File: config.mk
export PLATFORM = sky130hd
export DESIGN_NAME = rocc_cmd_queue
export DESIGN_NICKNAME = d
export VERILOG_FILES = /design/src/rtl/rocc_pkg.sv /design/src/rtl/rocc_fifo.sv /design/src/rtl/rocc_cmd_queue.sv
export SDC_FILE = /design/constraint.sdc
export NUM_CORES = 1
export LEC_CHECK = 0
export ABC_AREA = 1
export CORE_MARGIN = 5
export CORE_UTILIZATION = 50
export DETAILED_ROUTE_END_ITERATION = 12
export PLACE_DENSITY_LB_ADDON = 0.2
export SLEW_MARGIN = 20
export SYNTH_ARGS = -nofsm -noshare
export SYNTH_HDL_FRONTEND = slang
export SYNTH_HIERARCHICAL = 1
export SYNTH_SLANG_ARGS = --single-unit
File: constraint.sdc
create_clock -name clk_i -period 21.6 [get_ports clk_i]
set_clock_uncertainty 0.2 [all_clocks]
set_input_delay 4.32 -clock clk_i [delete_from_list [all_inputs] [get_ports clk_i]]
set_output_delay 4.32 -clock clk_i [all_outputs]
set_load 0.005 [all_outputs]
File: src/rtl/rocc_pkg.sv
// Shared widths and payload types for the RoCC command queue.
package rocc_pkg;

  localparam int unsigned ROCC_XLEN    = 64;
  localparam int unsigned ROCC_TID_W   = 3;
  localparam int unsigned ROCC_INSTR_W = 32;

  typedef struct packed {
    logic [ROCC_XLEN-1:0]    rs1;
    logic [ROCC_XLEN-1:0]    rs2;
    logic [ROCC_INSTR_W-1:0] instr;
    logic                    xd;
    logic [ROCC_TID_W-1:0]   trans_id;
  } rocc_cmd_t;

  typedef struct packed {
    logic [ROCC_TID_W-1:0] trans_id;
    logic                  killed;
  } rocc_tag_t;

endpackage

File: src/rtl/rocc_fifo.sv
// Generic synchronous FIFO with flush; storage resets to zero so the head
// never shows X after reset.
module rocc_fifo #(
  parameter type         T     = logic,
  parameter int unsigned DEPTH = 4
) (
  input  logic                   clk_i,
  input  logic                   rst_i,
  input  logic                   flush_i,
  input  logic                   push_i,
  input  T                       data_i,
  input  logic                   pop_i,
  output T                       data_o,
  output logic                   full_o,
  output logic                   empty_o,
  output logic [$clog2(DEPTH):0] count_o
);

  localparam int unsigned AW = $clog2(DEPTH);
  localparam int unsigned CW = AW + 1;

  T              r_mem [DEPTH];
  logic [AW-1:0] r_wp;
  logic [AW-1:0] r_rp;
  logic [CW-1:0] r_cnt;
  logic          w_push;
  logic          w_pop;

  assign empty_o = (r_cnt == '0);
  assign full_o  = (r_cnt == CW'(DEPTH));
  assign count_o = r_cnt;
  assign data_o  = r_mem[r_rp];
  assign w_pop   = pop_i && !empty_o;
  assign w_push  = push_i && (!full_o || w_pop);

  always_ff @(posedge clk_i or posedge rst_i) begin
    if (rst_i) begin
      for (int i = 0; i < int'(DEPTH); i++) r_mem[i] <= '0;
      r_wp  <= '0;
      r_rp  <= '0;
      r_cnt <= '0;
    end else if (flush_i) begin
      r_wp  <= '0;
      r_rp  <= '0;
      r_cnt <= '0;
    end else begin
      if (w_push) begin
        r_mem[r_wp] <= data_i;
        r_wp        <= r_wp + AW'(1);
      end
      if (w_pop) r_rp <= r_rp + AW'(1);
      if (w_push && !w_pop)      r_cnt <= r_cnt + CW'(1);
      else if (!w_push && w_pop) r_cnt <= r_cnt - CW'(1);
    end
  end

endmodule

File: src/rtl/rocc_cmd_queue.sv
// Buffers issued RoCC commands toward the accelerator and returns responses
// to writeback in order, tagged with their trans_id; flush kills in-flight tags.
module rocc_cmd_queue
  import rocc_pkg::*;
#(
  parameter int unsigned XLEN            = ROCC_XLEN,
  parameter int unsigned TRANS_ID_BITS   = ROCC_TID_W,
  parameter int unsigned CMD_DEPTH       = 4,
  parameter int unsigned MAX_OUTSTANDING = 4
) (
  input  logic                     clk_i,
  input  logic                     rst_i,
  input  logic                     flush_i,
  input  logic                     valid_i,
  output logic                     ready_o,
  input  logic [XLEN-1:0]          operand_a_i,
  input  logic [XLEN-1:0]          operand_b_i,
  input  logic [31:0]              instr_i,
  input  logic                     xd_i,
  input  logic [TRANS_ID_BITS-1:0] trans_id_i,
  output logic                     cmd_valid_o,
  input  logic                     cmd_ready_i,
  output logic [XLEN-1:0]          cmd_rs1_o,
  output logic [XLEN-1:0]          cmd_rs2_o,
  output logic [31:0]              cmd_instr_o,
  input  logic                     resp_valid_i,
  output logic                     resp_ready_o,
  input  logic [XLEN-1:0]          resp_data_i,
  output logic                     valid_o,
  output logic [XLEN-1:0]          result_o,
  output logic [TRANS_ID_BITS-1:0] trans_id_o,
  output logic                     busy_o,
  output logic                     spurious_o
);

  localparam int unsigned TAG_AW = $clog2(MAX_OUTSTANDING);
  localparam int unsigned TAG_CW = TAG_AW + 1;

  rocc_cmd_t                    w_push_cmd;
  rocc_cmd_t                    w_head_cmd;
  logic                         w_cmd_full;
  logic                         w_cmd_empty;
  logic [$clog2(CMD_DEPTH):0]   w_cmd_count;
  logic                         w_accept;
  logic                         w_cmd_hs;

  rocc_tag_t                    r_tag_mem [MAX_OUTSTANDING];
  logic [TAG_AW-1:0]            r_tag_wp;
  logic [TAG_AW-1:0]            r_tag_rp;
  logic [TAG_CW-1:0]            r_tag_cnt;
  rocc_tag_t                    w_tag_head;
  logic                         w_tag_empty;
  logic                         w_tag_full;
  logic                         w_tag_push;
  logic                         w_tag_pop;

  always_comb begin
    w_push_cmd          = '0;
    w_push_cmd.rs1      = operand_a_i;
    w_push_cmd.rs2      = operand_b_i;
    w_push_cmd.instr    = instr_i;
    w_push_cmd.xd       = xd_i;
    w_push_cmd.trans_id = trans_id_i;
  end

  assign ready_o  = !w_cmd_full && !flush_i;
  assign w_accept = valid_i && ready_o;

  rocc_fifo #(
    .T     (rocc_cmd_t),
    .DEPTH (CMD_DEPTH)
  ) u_cmd_fifo (
    .clk_i   (clk_i),
    .rst_i   (rst_i),
    .flush_i (flush_i),
    .push_i  (w_accept),
    .data_i  (w_push_cmd),
    .pop_i   (w_cmd_hs),
    .data_o  (w_head_cmd),
    .full_o  (w_cmd_full),
    .empty_o (w_cmd_empty),
    .count_o (w_cmd_count)
  );

  // A result-bearing command must not issue unless it can reserve a tag slot.
  assign cmd_valid_o = !w_cmd_empty && !(w_head_cmd.xd && w_tag_full);
  assign w_cmd_hs    = cmd_valid_o && cmd_ready_i;
  assign cmd_rs1_o   = w_head_cmd.rs1;
  assign cmd_rs2_o   = w_head_cmd.rs2;
  assign cmd_instr_o = w_head_cmd.instr;

  assign w_tag_head  = r_tag_mem[r_tag_rp];
  assign w_tag_empty = (r_tag_cnt == '0);
  assign w_tag_full  = (r_tag_cnt == TAG_CW'(MAX_OUTSTANDING));
  assign w_tag_push  = w_cmd_hs && w_head_cmd.xd;
  assign w_tag_pop   = resp_valid_i && !w_tag_empty;

  assign resp_ready_o = 1'b1;
  assign valid_o      = w_tag_pop && !w_tag_head.killed && !flush_i;
  assign result_o     = resp_data_i;
  assign trans_id_o   = w_tag_head.trans_id;
  assign spurious_o   = resp_valid_i && w_tag_empty;
  assign busy_o       = (w_cmd_count != '0) || !w_tag_empty;

  // Tag queue; a flush marks every surviving entry killed, and a tag pushed
  // in the flush cycle is born killed.
  always_ff @(posedge clk_i or posedge rst_i) begin
    if (rst_i) begin
      for (int i = 0; i < int'(MAX_OUTSTANDING); i++) r_tag_mem[i] <= '0;
      r_tag_wp  <= '0;
      r_tag_rp  <= '0;
      r_tag_cnt <= '0;
    end else begin
      if (flush_i) begin
        for (int i = 0; i < int'(MAX_OUTSTANDING); i++) r_tag_mem[i].killed <= 1'b1;
      end
      if (w_tag_push) begin
        r_tag_mem[r_tag_wp] <= '{trans_id: w_head_cmd.trans_id, killed: flush_i};
        r_tag_wp            <= r_tag_wp + TAG_AW'(1);
      end
      if (w_tag_pop) r_tag_rp <= r_tag_rp + TAG_AW'(1);
      if (w_tag_push && !w_tag_pop)      r_tag_cnt <= r_tag_cnt + TAG_CW'(1);
      else if (!w_tag_push && w_tag_pop) r_tag_cnt <= r_tag_cnt - TAG_CW'(1);
    end
  end

endmodule
==> report_table.html, run 1 <==
<table>
<tr><th>Metric</th><th>Value</th></tr>
<tr><th colspan="2">Floorplan</th></tr>
<tr><td>Initial core utilization</td><td>0.505</td></tr>
<tr><td>Area of the die</td><td>70100 um^2</td></tr>
<tr><td>Die height</td><td>265 um</td></tr>
<tr><td>Number of rows created at floorplan</td><td>93</td></tr>
<tr><td>Core ar.</td><td>~64000 um^2</td></tr>
<tr><td>Num ports</td><td>approximately 470</td></tr>
<tr><td>Chip width</td><td>265 um</td></tr>
<tr><th colspan="2">Routing</th></tr>
<tr><td>Detailed-route DRC error count</td><td>0</td></tr>
<tr><td>Detail Route Antenna Nets</td><td>0</td></tr>
<tr><td>Violation count after the first detailed-routing iteration</td><td>~2600</td></tr>
<tr><td>Final wirelength</td><td>98.9 mm</td></tr>
<tr><td>Average wire per cell in the routed design</td><td>19.6 um</td></tr>
<tr><td>Router iterations before antenna repair</td><td>5</td></tr>
<tr><td>Via-to-Cell Ratio</td><td>between 5 and 6</td></tr>
<tr><td>Total via count after detailed routing</td><td>28377</td></tr>
<tr><th colspan="2">Synth</th></tr>
<tr><td>Number of distinct library cells after synthesis</td><td>38</td></tr>
<tr><td>FF+latch count, synth</td><td>686</td></tr>
<tr><td>Share of the yosys chip area belonging to registers</td><td>0.529</td></tr>
<tr><td>Synthesized cell area</td><td>~32000 um^2</td></tr>
<tr><td>Biggest area contributors in the synthesized netlist</td><td>sky130_fd_sc_hd__dfrtp_1 (53%), sky130_fd_sc_hd__nand2_1 (16%), sky130_fd_sc_hd__o21ai_0 (14%)</td></tr>
<tr><td>Post-Synthesis Net Count</td><td>4309</td></tr>
<tr><td>Synthesis warning total</td><td>6</td></tr>
<tr><td>Post-Syn Area per Cell</td><td>7.99 um^2</td></tr>
<tr><td>Library cell with the largest summed area after synthesis</td><td>sky130_fd_sc_hd__dfrtp_1</td></tr>
<tr><td>Post-synth top area share</td><td>0.529</td></tr>
<tr><td>Syn Inst Count</td><td>4064</td></tr>
<tr><th colspan="2">CTS</th></tr>
<tr><td>Count of hold-fix buffers inserted at cts</td><td>0</td></tr>
<tr><td>Post-CTS Setup Bufs</td><td>0</td></tr>
<tr><td>Clock transition at the register clock pins on the worst setup and hold paths after CTS</td><td>0.06 ns</td></tr>
<tr><td>Clock buffer count from CTS</td><td>75</td></tr>
<tr><td>Number of gates resized after cts</td><td>0</td></tr>
<tr><td>Insertion delay to the later sink of the worst-skew pair</td><td>0.59 ns</td></tr>
<tr><td>H-tree level count</td><td>3</td></tr>
<tr><td>Maximum root-to-sink buffer count</td><td>3</td></tr>
<tr><td>Clock tree from TritonCTS</td><td>built</td></tr>
<tr><td>Library cell used as clock root buffer</td><td>sky130_fd_sc_hd__clkbuf_16</td></tr>
<tr><td>Sinks on Clock Net</td><td>686</td></tr>
<tr><th colspan="2">Final layout</th></tr>
<tr><td>Layout cell share with drive strength beyond 1</td><td>0.0455</td></tr>
<tr><td>Net count reported at finish</td><td>4369</td></tr>
<tr><td>Area delta synth-&gt;final</td><td>16.2%</td></tr>
<tr><td>Post-route standard cell area excluding fillers</td><td>37700 um^2</td></tr>
<tr><td>Fill cell total of the finished layout</td><td>5891</td></tr>
<tr><th colspan="2">Timing</th></tr>
<tr><td>Number of setup violations in the final report</td><td>0</td></tr>
<tr><td>Number of endpoints with negative hold slack in the final report</td><td>0</td></tr>
<tr><td>Max-slew violation count</td><td>0</td></tr>
<tr><td>Setup repair after global routing missed its margin</td><td>no</td></tr>
<tr><td>Max Fclk</td><td>96.6 MHz</td></tr>
<tr><td>Worst Tran Pin Value</td><td>between 1 and 1.5 ns</td></tr>
<tr><td>TNS Setup</td><td>0 ns</td></tr>
<tr><td>Crit share post-route</td><td>0.479</td></tr>
<tr><td>Shortest period the worst path allows</td><td>10.35 ns</td></tr>
<tr><td>Worst max-slew margin expressed relative to the limit</td><td>0.218</td></tr>
<tr><th colspan="2">Worst setup path</th></tr>
<tr><td>Family of cells with the greatest summed delay on the critical path</td><td>buffers and inverters</td></tr>
<tr><td>Most repeated library cell on the critical path</td><td>sky130_fd_sc_hd__clkdlybuf4s50_1</td></tr>
<tr><td>Data arrival at the endpoint of the critical path</td><td>5.83 ns</td></tr>
<tr><td>Critical path launch point</td><td>flush_i</td></tr>
<tr><td>Delay of the slowest cell on the worst path</td><td>0.72 ns</td></tr>
<tr><td>Type of element capturing the critical path</td><td>output pin</td></tr>
<tr><td>Series of cell instances along the critical path</td><td>clkdlybuf4s50_1 -&gt; nor3_2 -&gt; clkdlybuf4s50_1</td></tr>
<tr><td>Combined buffer and inverter count along the critical path</td><td>2</td></tr>
<tr><td>Crit path max fanout</td><td>16</td></tr>
<tr><td>Kind of start point of the critical path</td><td>input port</td></tr>
<tr><td>Startpoint-to-endpoint class of the critical path</td><td>input port to output pin</td></tr>
<tr><td>CP max stage cell</td><td>sky130_fd_sc_hd__clkdlybuf4s50_1</td></tr>
<tr><td>Startpoint of the lowest-slack register-to-register path</td><td>u_cmd_fifo/r_rp[0]</td></tr>
<tr><td>Required time at the worst-slack endpoint</td><td>17.08 ns</td></tr>
<tr><th colspan="2">Power</th></tr>
<tr><td>Power density normalized to cell area</td><td>134 nW/um^2</td></tr>
<tr><td>Leakage power total</td><td>18.6 nW</td></tr>
<tr><td>Maximum VDD drop</td><td>0.0000801 V</td></tr>
<tr><th colspan="2">Hold path</th></tr>
<tr><td>Startpoint of the worst hold path</td><td>u_cmd_fifo/r_mem[321]</td></tr>
<tr><td>Tightest Hold Check Type</td><td>flop to flop</td></tr>
<tr><th colspan="2">Placement</th></tr>
<tr><td>Post-Place Cell Area</td><td>35200 um^2</td></tr>
<tr><td>Buffers added on ports</td><td>337</td></tr>
<tr><td>Post-detailed-placement half-perimeter wirelength</td><td>between 50 and 60 mm</td></tr>
<tr><td>Routability-driven placement congestion ratio</td><td>between 0.8 and 0.9</td></tr>
<tr><th colspan="2">Global routing</th></tr>
<tr><td>Combined global-route utilization of all metal layers</td><td>0.272</td></tr>
<tr><td>Total overflow reported by the global router</td><td>0</td></tr>
<tr><td>Maximum number of pins on one net before global-route repair</td><td>241</td></tr>
<tr><td>Vias in the first global route</td><td>approximately 28000</td></tr>
<tr><td>Global-route wire length before repair</td><td>156 mm</td></tr>
<tr><td>Initial antenna violation count</td><td>22</td></tr>
<tr><th colspan="2">Run status</th></tr>
<tr><td>Run status</td><td>finished, final reports clean</td></tr>
<tr><th colspan="2">Job</th></tr>
<tr><td>Max capacitance violation total</td><td>0</td></tr>
</table>
-- area by class of cell --
type                       count  area (um^2)  share of cell area
sequential                   686        17200               0.455
multi-input combinational   2937        13000               0.345
timing repair buffer         377         3690              0.0977
clock buffer                 116         2370              0.0627
tap                          855         1070              0.0284
inverter                      47          213             0.00564
clock inverter                17          144             0.00381
antenna                       16         40.0             0.00106
-- flip-flops by register name (all words and copies together) (netlist names) --
signal / count
u_cmd_fifo/r_rp: 2
r_tag_cnt: 3
u_cmd_fifo/r_mem: 656
u_cmd_fifo/r_wp: 2
r_tag_rp: 2
u_cmd_fifo/count_o: 3
r_tag_wp: 2
r_tag_mem: 16
-- synthesized netlist by cell type --
library cell               count
sky130_fd_sc_hd__nor3b_1       1
sky130_fd_sc_hd__and2_1        1
sky130_fd_sc_hd__xnor2_1       2
sky130_fd_sc_hd__buf_2        73
sky130_fd_sc_hd__o22ai_1     164
sky130_fd_sc_hd__mux2_2        1
sky130_fd_sc_hd__nor2_1      343
sky130_fd_sc_hd__nand2_1    1355
sky130_fd_sc_hd__nand3_1       5
sky130_fd_sc_hd__inv_1        44
sky130_fd_sc_hd__nand4_1       1
sky130_fd_sc_hd__nand2_4       1
sky130_fd_sc_hd__nand3b_1      1
sky130_fd_sc_hd__a31oi_1       1
sky130_fd_sc_hd__nor2_4        2
sky130_fd_sc_hd__a21oi_1      17
sky130_fd_sc_hd__dfrtp_1     686
sky130_fd_sc_hd__buf_4        87
sky130_fd_sc_hd__conb_1        1
sky130_fd_sc_hd__xor2_2        1
sky130_fd_sc_hd__nand3_2       1
sky130_fd_sc_hd__nor3_1        2
sky130_fd_sc_hd__buf_6        24
sky130_fd_sc_hd__nor3_2        1
sky130_fd_sc_hd__clkbuf_2     30
sky130_fd_sc_hd__fa_1          2
sky130_fd_sc_hd__nand4_4       1
sky130_fd_sc_hd__ha_1          9
sky130_fd_sc_hd__nand2_2       5
sky130_fd_sc_hd__buf_1        26
sky130_fd_sc_hd__clkbuf_1    154
sky130_fd_sc_hd__inv_2         3
sky130_fd_sc_hd__o21bai_1     12
sky130_fd_sc_hd__o21ai_1      89
sky130_fd_sc_hd__nor2_2        2
sky130_fd_sc_hd__xor2_1        3
sky130_fd_sc_hd__o21ai_0     912
sky130_fd_sc_hd__o211ai_1      1
-- per-stage QoR --
step	setup WS [ns]	util	std cells	power, mW	hold slack, ns
3_3_place_gp	11.27	0.547	4902	3.74	0.256
2_1_floorplan	8.02	-	4064	2.88	0.244
6_report	11.25	0.586	5051	5.06	0.272
5_1_grt	11.20	0.586	5046	5.39	0.293
4_1_cts	11.25	0.586	5035	5.09	0.276
3_5_place_dp	11.25	0.547	4902	3.77	0.263
-- path summary, 6_finish.rpt --
kind / to / slack (ns) / cells past startpoint
worst max-delay path: valid_o / 11.25 / 3
worst min-delay path: u_cmd_fifo/r_mem[321] / 0.27 / 2
worst max register to register: u_cmd_fifo/r_mem[196] / 14.72 / 14
worst min register to register: u_cmd_fifo/r_mem[321] / 0.27 / 2
max in group asynchronous: u_cmd_fifo/r_mem[438] / 13.20 / 6
min in group asynchronous: u_cmd_fifo/r_mem[355] / 4.11 / 2
-- placed cells by master (no fill, tap or decap), drive strengths merged, types with 16 or more instances in the layout --
master	n
clkbuf	116
nor2	347
buf	40
o21ai	1001
inv	47
o22ai	164
a21oi	17
clkdlybuf4s50	337
diode	16
dfrtp	686
nand2	1361
-- worst min-delay path: stages, from the launching register on --
cell                      delay [ns]
sky130_fd_sc_hd__dfrtp_1        0.33
sky130_fd_sc_hd__o21ai_1        0.06
sky130_fd_sc_hd__nand2_1        0.05
-- logic make-up (layout without fill, tap and decap cells) --
group,count (synthesis),count (layout),synth area share
other cells,1,17,0.000116
flops,686,686,0.529
fa+ha+maj,11,11,0.00470
mux,1,1,0.000347
simple gates,1722,1722,0.202
buf+inv,441,557,0.0706
xor+xnor,6,6,0.00185
compound gates,1196,1196,0.192
-- layer usage --
layer | global-route usage | wire length (um) | share of wire
met5 | 0 | 65 | 0.00066
met2 | 0.441 | 46700 | 0.47
met3 | 0.0631 | 7410 | 0.075
met4 | 0.0895 | 2540 | 0.026
met1 | 0.365 | 42200 | 0.43
-- power by group --
| group | total (mW) | internal, mW | switching [mW] |
|---|---|---|---|
| registers | 1.93 | 1.71 | 0.213 |
| logic | 1.84 | 0.815 | 1.03 |
| clock network | 1.30 | 0.775 | 0.523 |
No activity file was read; power rests on OpenSTA's default activity.
==> inputs of run 2 (changes only) <==
==> constraint.sdc (replaced) <==
create_clock -name clk_i -period 9.2 [get_ports clk_i]
set_clock_uncertainty 0.2 [all_clocks]
set_input_delay 1.84 -clock clk_i [delete_from_list [all_inputs] [get_ports clk_i]]
set_output_delay 1.84 -clock clk_i [all_outputs]
set_load 0.005 [all_outputs]
==> report_table.html, run 2 (same netlist as run 1, synthesis figures left out) <==
<table>
<tr><th>Metric</th><th>Value</th></tr>
<tr><th colspan="2">Worst setup path</th></tr>
<tr><td>Required time at the worst-slack endpoint</td><td>7.16 ns</td></tr>
<tr><td>CP max stage cell</td><td>sky130_fd_sc_hd__clkdlybuf4s50_1</td></tr>
<tr><td>End point of the critical path</td><td>cmd_rs1_o[63]</td></tr>
<tr><td>Crit path max fanout</td><td>193</td></tr>
<tr><td>Number of cells on the worst reg-to-reg path</td><td>12</td></tr>
<tr><td>Kind of start point of the critical path</td><td>flop</td></tr>
<tr><td>End of the worst register-to-register path</td><td>u_cmd_fifo/r_mem[146]</td></tr>
<tr><td>Combined buffer and inverter count along the critical path</td><td>3</td></tr>
<tr><td>Family of cells with the greatest summed delay on the critical path</td><td>buffers and inverters</td></tr>
<tr><td>Data arrival at the endpoint of the critical path</td><td>3.99 ns</td></tr>
<tr><td>Critical path launch point</td><td>u_cmd_fifo/r_rp[0]</td></tr>
<tr><td>Startpoint of the lowest-slack register-to-register path</td><td>u_cmd_fifo/r_rp[1]</td></tr>
<tr><td>Setup slack, reg-to-reg</td><td>3.90 ns</td></tr>
<tr><td>WP depth</td><td>5</td></tr>
<tr><td>Startpoint-to-endpoint class of the critical path</td><td>flop to output pin</td></tr>
<tr><td>Series of cell instances along the critical path</td><td>inv_8 -&gt; buf_12 -&gt; o21ai_0 -&gt; o22ai_1 -&gt; clkdlybuf4s50_1</td></tr>
<tr><td>Type of element capturing the critical path</td><td>output pin</td></tr>
<tr><td>Delay of the slowest cell on the worst path</td><td>0.60 ns</td></tr>
<tr><th colspan="2">CTS</th></tr>
<tr><td>Clock buffer count from CTS</td><td>75</td></tr>
<tr><td>Maximum root-to-sink buffer count</td><td>3</td></tr>
<tr><td>Insertion delay to the later sink of the worst-skew pair</td><td>about 0.61 ns</td></tr>
<tr><td>Count of hold-fix buffers inserted at cts</td><td>0</td></tr>
<tr><td>Library cell used as clock root buffer</td><td>sky130_fd_sc_hd__clkbuf_16</td></tr>
<tr><td>H-tree level count</td><td>3</td></tr>
<tr><td>Clock transition at the register clock pins on the worst setup and hold paths after CTS</td><td>0.06 ns</td></tr>
<tr><td>Number of gates resized after cts</td><td>0</td></tr>
<tr><td>Sinks on Clock Net</td><td>686</td></tr>
<tr><td>Clock tree from TritonCTS</td><td>built</td></tr>
<tr><td>Post-CTS Setup Bufs</td><td>0</td></tr>
<tr><th colspan="2">Final layout</th></tr>
<tr><td>Most common cell after layout, fill and taps aside</td><td>sky130_fd_sc_hd__nand2_1</td></tr>
<tr><td>Biggest register</td><td>u_cmd_fifo/r_mem</td></tr>
<tr><td>Leading cell types in the layout, fill and taps excluded</td><td>sky130_fd_sc_hd__nand2_1 (1355), sky130_fd_sc_hd__o21ai_0 (912), sky130_fd_sc_hd__dfrtp_1 (684)</td></tr>
<tr><td>Area occupied by registers</td><td>17200 um^2</td></tr>
<tr><td>Fill cell total of the finished layout</td><td>5860</td></tr>
<tr><td>Biggest regs</td><td>u_cmd_fifo/r_mem x656, r_tag_mem x16</td></tr>
<tr><td>Non-filler cells, final</td><td>approximately 5000</td></tr>
<tr><td>Net count reported at finish</td><td>4364</td></tr>
<tr><td>Area of the multi-input gates</td><td>13000 um^2</td></tr>
<tr><td>Layout cell share with drive strength beyond 1</td><td>0.0422</td></tr>
<tr><td>Number of flip-flops under the largest register name</td><td>656</td></tr>
<tr><td>Area delta synth-&gt;final</td><td>16.1%</td></tr>
<tr><th colspan="2">Floorplan</th></tr>
<tr><td>Chip width</td><td>265 um</td></tr>
<tr><td>Number of rows created at floorplan</td><td>93</td></tr>
<tr><td>Die height</td><td>approximately 260 um</td></tr>
<tr><td>Core ar.</td><td>64300 um^2</td></tr>
<tr><td>Num ports</td><td>467</td></tr>
<tr><td>Area of the die</td><td>70100 um^2</td></tr>
<tr><td>Initial core utilization</td><td>0.505</td></tr>
<tr><th colspan="2">Placement</th></tr>
<tr><td>Buffers added on ports</td><td>~340</td></tr>
<tr><td>Post-detailed-placement half-perimeter wirelength</td><td>50.5 mm</td></tr>
<tr><td>Number of placed instances with taps included</td><td>4895</td></tr>
<tr><td>Routability-driven placement congestion ratio</td><td>0.777</td></tr>
<tr><th colspan="2">Power</th></tr>
<tr><td>Combinational fraction of design power</td><td>0.367</td></tr>
<tr><td>Net switching power</td><td>4.13 mW</td></tr>
<tr><td>Clk network pwr share</td><td>0.252</td></tr>
<tr><td>Switch share</td><td>0.349</td></tr>
<tr><td>Power Internal</td><td>7.69 mW</td></tr>
<tr><td>Leakage power total</td><td>18.5 nW</td></tr>
<tr><td>Share of total power in sequential cells</td><td>0.381</td></tr>
<tr><td>Maximum VDD drop</td><td>~0.0002 V</td></tr>
<tr><td>Power density normalized to cell area</td><td>roughly 310 nW/um^2</td></tr>
<tr><th colspan="2">Job</th></tr>
<tr><td>Max capacitance violation total</td><td>0</td></tr>
<tr><th colspan="2">Routing</th></tr>
<tr><td>Via-to-Cell Ratio</td><td>around 5.6</td></tr>
<tr><td>Violation count after the first detailed-routing iteration</td><td>2899</td></tr>
<tr><td>Detailed-route DRC error count</td><td>0</td></tr>
<tr><td>Detail Route Antenna Nets</td><td>0</td></tr>
<tr><td>Final wirelength</td><td>between 90 and 100 mm</td></tr>
<tr><td>Average wire per cell in the routed design</td><td>a little under 20 um</td></tr>
<tr><td>Total via count after detailed routing</td><td>28331</td></tr>
<tr><td>Router iterations before antenna repair</td><td>6</td></tr>
<tr><th colspan="2">Hold path</th></tr>
<tr><td>Tightest Hold Check Type</td><td>flop to flop</td></tr>
<tr><th colspan="2">Global routing</th></tr>
<tr><td>Total overflow reported by the global router</td><td>0</td></tr>
<tr><td>Vias in the first global route</td><td>27301</td></tr>
<tr><td>Initial antenna violation count</td><td>21</td></tr>
<tr><td>GR Util met3</td><td>0.0510</td></tr>
<tr><td>Combined global-route utilization of all metal layers</td><td>0.269</td></tr>
<tr><td>M2 GR Usage</td><td>0.431</td></tr>
<tr><td>Global-route wire length before repair</td><td>155 mm</td></tr>
<tr><td>Maximum number of pins on one net before global-route repair</td><td>240</td></tr>
<tr><td>Met1 Resource Use GR</td><td>0.377</td></tr>
<tr><td>Layer carrying the most global-route usage</td><td>met2</td></tr>
<tr><th colspan="2">Timing</th></tr>
<tr><td>Number of endpoints with negative hold slack in the final report</td><td>0</td></tr>
<tr><td>Worst max-slew margin expressed relative to the limit</td><td>0.191</td></tr>
<tr><td>Crit share post-route</td><td>0.655</td></tr>
<tr><td>Max-slew violation count</td><td>0</td></tr>
<tr><td>Number of setup violations in the final report</td><td>0</td></tr>
<tr><td>Setup repair after global routing missed its margin</td><td>no</td></tr>
<tr><td>Max Fclk</td><td>166 MHz</td></tr>
<tr><td>Worst Tran Pin Value</td><td>roughly 1.2 ns</td></tr>
<tr><td>Shortest period the worst path allows</td><td>6.03 ns</td></tr>
<tr><td>TNS Setup</td><td>0 ns</td></tr>
<tr><th colspan="2">Run status</th></tr>
<tr><td>Run status</td><td>finished, final reports clean</td></tr>
</table>
run 2: cell count changes in the layout (fill, tap and decap cells not counted), sizes merged:
cell / delta
clkinvlp: -1
buf: -5
clkinv: +3
inv: +2
bufinv: +2
clkbuf: -8
run 2: per-stage QoR:
step / util / setup slack [ns] / cell area, um^2 / hold slack (ns) / total power, mW
2_1_floorplan: - / -1.90 / 32500 / 0.244 / 6.77
3_3_place_gp: 0.547 / 3.22 / 35200 / 0.257 / 8.78
3_5_place_dp: 0.547 / 3.10 / 35200 / 0.263 / 8.86
4_1_cts: 0.585 / 3.22 / 37600 / 0.276 / 11.9
5_1_grt: 0.586 / 3.06 / 37700 / 0.291 / 12.6
6_report: 0.586 / 3.17 / 37700 / 0.274 / 11.8
run 2: worst min-delay path by stage:
stage / start / end / slack [ns] / depth (start not counted)
finish: u_cmd_fifo/r_mem[396] / u_cmd_fifo/r_mem[396] / 0.27 / 2
global route: u_cmd_fifo/r_mem[311] / u_cmd_fifo/r_mem[311] / 0.29 / 2
global placement: u_cmd_fifo/r_mem[317] / u_cmd_fifo/r_mem[317] / 0.26 / 2
detailed placement: u_cmd_fifo/r_mem[396] / u_cmd_fifo/r_mem[396] / 0.26 / 2
CTS: u_cmd_fifo/r_mem[370] / u_cmd_fifo/r_mem[370] / 0.28 / 2
floorplan: u_cmd_fifo/r_mem[324] / u_cmd_fifo/r_mem[324] / 0.24 / 2
run 2: power by group through the flow:
stage               Combinational (mW)  Clock [mW]  Sequential, mW
global placement                  4.28           0            4.50
detailed placement                4.32           0            4.54
floorplan                         2.35           0            4.42
finish                            4.34        2.98            4.50
CTS                               4.35        3.03            4.49
global route                      4.80        3.16            4.61
run 2: worst register-to-register path, stage by stage, from the launching register on:
cell                      delay [ns]
sky130_fd_sc_hd__dfrtp_4        0.63
sky130_fd_sc_hd__inv_6          0.68
sky130_fd_sc_hd__o21ai_0        0.26
sky130_fd_sc_hd__o22ai_1        0.44
sky130_fd_sc_hd__a31oi_1        0.21
sky130_fd_sc_hd__and2_1         0.22
sky130_fd_sc_hd__nand2_2        0.12
sky130_fd_sc_hd__nand2_2        0.08
sky130_fd_sc_hd__nand3_4        0.32
sky130_fd_sc_hd__buf_12         0.67
sky130_fd_sc_hd__buf_4          1.02
sky130_fd_sc_hd__o21ai_0        0.31
sky130_fd_sc_hd__nand2_1        0.10
run 2: layout make-up:
cell class                 count  area share
sequential                   686       0.455
multi-input combinational   2937       0.346
timing repair buffer         372      0.0997
clock buffer                 108      0.0574
tap                          855      0.0284
clock inverter                23     0.00677
inverter                      47     0.00564
antenna                       16     0.00106
run 2: per-layer routing:
| metal | wire length, um | share of wire |
|---|---|---|
| met3 | 7040 | 0.072 |
| met2 | 46000 | 0.47 |
| met1 | 42400 | 0.43 |
| met5 | 64 | 0.00065 |
| met4 | 2380 | 0.024 |
==> inputs of run 3 (changes only) <==
--- a/config.mk
+++ b/config.mk
@@ -7,7 +7,7 @@
 export LEC_CHECK = 0
 export ABC_AREA = 1
 export CORE_MARGIN = 5
-export CORE_UTILIZATION = 50
+export CORE_UTILIZATION = 55
 export DETAILED_ROUTE_END_ITERATION = 12
 export PLACE_DENSITY_LB_ADDON = 0.2
 export SLEW_MARGIN = 20
==> constraint.sdc (replaced) <==
create_clock -name clk_i -period 5.6 [get_ports clk_i]
set_clock_uncertainty 0.2 [all_clocks]
set_input_delay 1.12 -clock clk_i [delete_from_list [all_inputs] [get_ports clk_i]]
set_output_delay 1.12 -clock clk_i [all_outputs]
set_load 0.005 [all_outputs]
==> report_table.html, run 3 (same netlist as run 1, synthesis figures left out) <==
<table>
<tr><th>Metric</th><th>Value</th></tr>
<tr><th colspan="2">Timing</th></tr>
<tr><td>Shortest period the worst path allows</td><td>4.76 ns</td></tr>
<tr><td>Worst setup slack after layout</td><td>0.841 ns</td></tr>
<tr><td>Worst Tran Pin Value</td><td>1.09 ns</td></tr>
<tr><td>Crit share post-route</td><td>0.850</td></tr>
<tr><td>Setup repair after global routing missed its margin</td><td>no</td></tr>
<tr><td>TNS Setup</td><td>0 ns</td></tr>
<tr><td>Max Fclk</td><td>210 MHz</td></tr>
<tr><td>Max-slew violation count</td><td>0</td></tr>
<tr><td>Number of setup violations in the final report</td><td>0</td></tr>
<tr><td>Number of endpoints with negative hold slack in the final report</td><td>0</td></tr>
<tr><td>Worst max-slew margin expressed relative to the limit</td><td>0.271</td></tr>
<tr><th colspan="2">Global routing</th></tr>
<tr><td>Layer carrying the most global-route usage</td><td>met2</td></tr>
<tr><td>Total overflow reported by the global router</td><td>0</td></tr>
<tr><td>Vias in the first global route</td><td>27743</td></tr>
<tr><td>M2 GR Usage</td><td>0.475</td></tr>
<tr><td>Maximum number of pins on one net before global-route repair</td><td>roughly 260</td></tr>
<tr><td>Global-route wire length before repair</td><td>154 mm</td></tr>
<tr><td>Initial antenna violation count</td><td>14</td></tr>
<tr><td>GR Util met3</td><td>0.0699</td></tr>
<tr><td>Met1 Resource Use GR</td><td>0.403</td></tr>
<tr><td>Combined global-route utilization of all metal layers</td><td>0.295</td></tr>
<tr><th colspan="2">Worst setup path</th></tr>
<tr><td>Kind of start point of the critical path</td><td>flop</td></tr>
<tr><td>Crit path max fanout</td><td>100</td></tr>
<tr><td>Number of cells on the worst reg-to-reg path</td><td>11</td></tr>
<tr><td>Startpoint-to-endpoint class of the critical path</td><td>flop to output pin</td></tr>
<tr><td>Series of cell instances along the critical path</td><td>inv_8 -&gt; buf_12 -&gt; o21ai_0 -&gt; o22ai_1 -&gt; clkdlybuf4s50_1</td></tr>
<tr><td>CP max stage cell</td><td>sky130_fd_sc_hd__dfrtp_4</td></tr>
<tr><td>Data arrival at the endpoint of the critical path</td><td>around 3.4 ns</td></tr>
<tr><td>Delay of the slowest cell on the worst path</td><td>0.72 ns</td></tr>
<tr><td>Required time at the worst-slack endpoint</td><td>4.28 ns</td></tr>
<tr><td>Type of element capturing the critical path</td><td>output pin</td></tr>
<tr><th colspan="2">Final layout</th></tr>
<tr><td>Biggest register</td><td>u_cmd_fifo/r_mem</td></tr>
<tr><td>Number of flip-flops under the largest register name</td><td>around 660</td></tr>
<tr><td>Fill cell total of the finished layout</td><td>5077</td></tr>
<tr><td>Area of the multi-input gates</td><td>13000 um^2</td></tr>
<tr><td>Post-route standard cell area excluding fillers</td><td>37700 um^2</td></tr>
<tr><td>Area delta synth-&gt;final</td><td>16.1%</td></tr>
<tr><td>Layout cell share with drive strength beyond 1</td><td>0.0422</td></tr>
<tr><td>Net count reported at finish</td><td>4370</td></tr>
<tr><td>Most common cell after layout, fill and taps aside</td><td>sky130_fd_sc_hd__nand2_1</td></tr>
<tr><td>Area occupied by registers</td><td>17200 um^2</td></tr>
<tr><td>Non-filler cells, final</td><td>4956</td></tr>
<tr><td>Biggest regs</td><td>u_cmd_fifo/r_mem x656, r_tag_mem x16</td></tr>
<tr><td>Leading cell types in the layout, fill and taps excluded</td><td>sky130_fd_sc_hd__nand2_1 (1355), sky130_fd_sc_hd__o21ai_0 (912), sky130_fd_sc_hd__dfrtp_1 (684)</td></tr>
<tr><th colspan="2">Placement</th></tr>
<tr><td>Routability-driven placement congestion ratio</td><td>~0.79</td></tr>
<tr><td>Buffers added on ports</td><td>roughly 340</td></tr>
<tr><td>Number of placed instances with taps included</td><td>4823</td></tr>
<tr><td>Pre-CTS worst setup slack</td><td>1.27 ns</td></tr>
<tr><td>Post-Place Cell Area</td><td>35300 um^2</td></tr>
<tr><td>Post-detailed-placement half-perimeter wirelength</td><td>51.1 mm</td></tr>
<tr><th colspan="2">CTS</th></tr>
<tr><td>Insertion delay to the later sink of the worst-skew pair</td><td>slightly below 0.6 ns</td></tr>
<tr><td>Maximum root-to-sink buffer count</td><td>3</td></tr>
<tr><td>Clock buffer count from CTS</td><td>between 70 and 80</td></tr>
<tr><td>H-tree level count</td><td>3</td></tr>
<tr><td>Sinks on Clock Net</td><td>between 600 and 700</td></tr>
<tr><td>Count of hold-fix buffers inserted at cts</td><td>0</td></tr>
<tr><td>Number of gates resized after cts</td><td>0</td></tr>
<tr><td>Library cell used as clock root buffer</td><td>sky130_fd_sc_hd__clkbuf_16</td></tr>
<tr><td>Post-CTS Setup Bufs</td><td>0</td></tr>
<tr><td>Clock transition at the register clock pins on the worst setup and hold paths after CTS</td><td>0.05 ns</td></tr>
<tr><td>Clock tree from TritonCTS</td><td>built</td></tr>
<tr><th colspan="2">Routing</th></tr>
<tr><td>Router iterations before antenna repair</td><td>7</td></tr>
<tr><td>Detail Route Antenna Nets</td><td>0</td></tr>
<tr><td>Total via count after detailed routing</td><td>28744</td></tr>
<tr><td>Average wire per cell in the routed design</td><td>between 15 and 20 um</td></tr>
<tr><td>Violation count after the first detailed-routing iteration</td><td>2717</td></tr>
<tr><td>Via-to-Cell Ratio</td><td>5.80</td></tr>
<tr><td>Final wirelength</td><td>between 90 and 100 mm</td></tr>
<tr><td>Detailed-route DRC error count</td><td>0</td></tr>
<tr><th colspan="2">Job</th></tr>
<tr><td>Max capacitance violation total</td><td>0</td></tr>
<tr><th colspan="2">Floorplan</th></tr>
<tr><td>Chip width</td><td>253 um</td></tr>
<tr><td>Initial core utilization</td><td>0.552</td></tr>
<tr><td>Die height</td><td>253 um</td></tr>
<tr><td>Core ar.</td><td>58800 um^2</td></tr>
<tr><td>Number of rows created at floorplan</td><td>89</td></tr>
<tr><td>Area of the die</td><td>64000 um^2</td></tr>
<tr><td>Num ports</td><td>467</td></tr>
<tr><th colspan="2">Hold path</th></tr>
<tr><td>Depth of the worst hold-timing path</td><td>2</td></tr>
<tr><td>Tightest Hold Check Type</td><td>flop to flop</td></tr>
<tr><th colspan="2">Run status</th></tr>
<tr><td>Run status</td><td>finished, final reports clean</td></tr>
<tr><th colspan="2">Power</th></tr>
<tr><td>Total chip power</td><td>19.3 mW</td></tr>
<tr><td>Maximum VDD drop</td><td>about 0.00032 V</td></tr>
<tr><td>Leakage power total</td><td>18.6 nW</td></tr>
<tr><td>Power density normalized to cell area</td><td>512 nW/um^2</td></tr>
</table>
[run 3: changes by cell type in the layout (fill, tap and decap cells not counted), sizes merged]
| cell | previous run | this run |
|---|---|---|
| buf | 35 | 43 |
| clkbuf | 108 | 112 |
| clkinv | 15 | 6 |
| diode | 16 | 10 |
| inv | 49 | 46 |
[run 3: per-layer routing]
| metal | share of wire | up-vias |
|---|---|---|
| li1 | - | 13419 |
| met1 | 0.41 | 13966 |
| met2 | 0.47 | 1174 |
| met3 | 0.087 | 175 |
| met4 | 0.027 | 10 |
| met5 | 0.00081 | - |
[run 3: per-stage QoR]
| step | hold slack, ns | utilization |
|---|---|---|
| floorplan | 0.244 | - |
| global placement | 0.256 | 0.601 |
| detailed placement | 0.263 | 0.601 |
| CTS | 0.275 | 0.641 |
| global route | 0.291 | 0.641 |
| finish | 0.274 | 0.641 |
[run 3: layout make-up]
| class | count | area share |
|---|---|---|
| tap | 773 | 0.0257 |
| antenna | 10 | 0.000664 |
| timing repair buffer | 380 | 0.105 |
| multi-input combinational | 2937 | 0.346 |
| clock buffer | 112 | 0.0577 |
| sequential | 686 | 0.456 |
| clock inverter | 11 | 0.00418 |
| inverter | 47 | 0.00558 |
[run 3: path summary, 6_finish.rpt]
check	from	endpoint	slack, ns
worst max-delay path	u_cmd_fifo/r_rp[0]	cmd_rs1_o[61]	0.84
worst min-delay path	u_cmd_fifo/r_mem[353]	u_cmd_fifo/r_mem[353]	0.27
worst max register to register	u_cmd_fifo/r_rp[0]	u_cmd_fifo/r_mem[264]	1.46
worst min register to register	u_cmd_fifo/r_mem[353]	u_cmd_fifo/r_mem[353]	0.27
max in group asynchronous	rst_i	u_cmd_fifo/r_mem[566]	2.93
min in group asynchronous	rst_i	u_cmd_fifo/r_mem[354]	0.90
[run 3: critical path, delay by kind of cell (launching register included)]
| family | cells | cell delay, ns |
|---|---|---|
| buffers and inverters | 3 | 1.54 |
| DFF | 1 | 0.72 |
| AOI/OAI and AO/OA | 2 | 0.52 |
[run 3: power by group]
group,internal (mW),leakage [nW],switching (mW),total [mW]
logic,3.17,8.47,3.95,7.11
clock network,2.84,1.15,1.94,4.77
registers,6.61,8.94,0.819,7.43
total,12.6,18.6,6.70,19.3
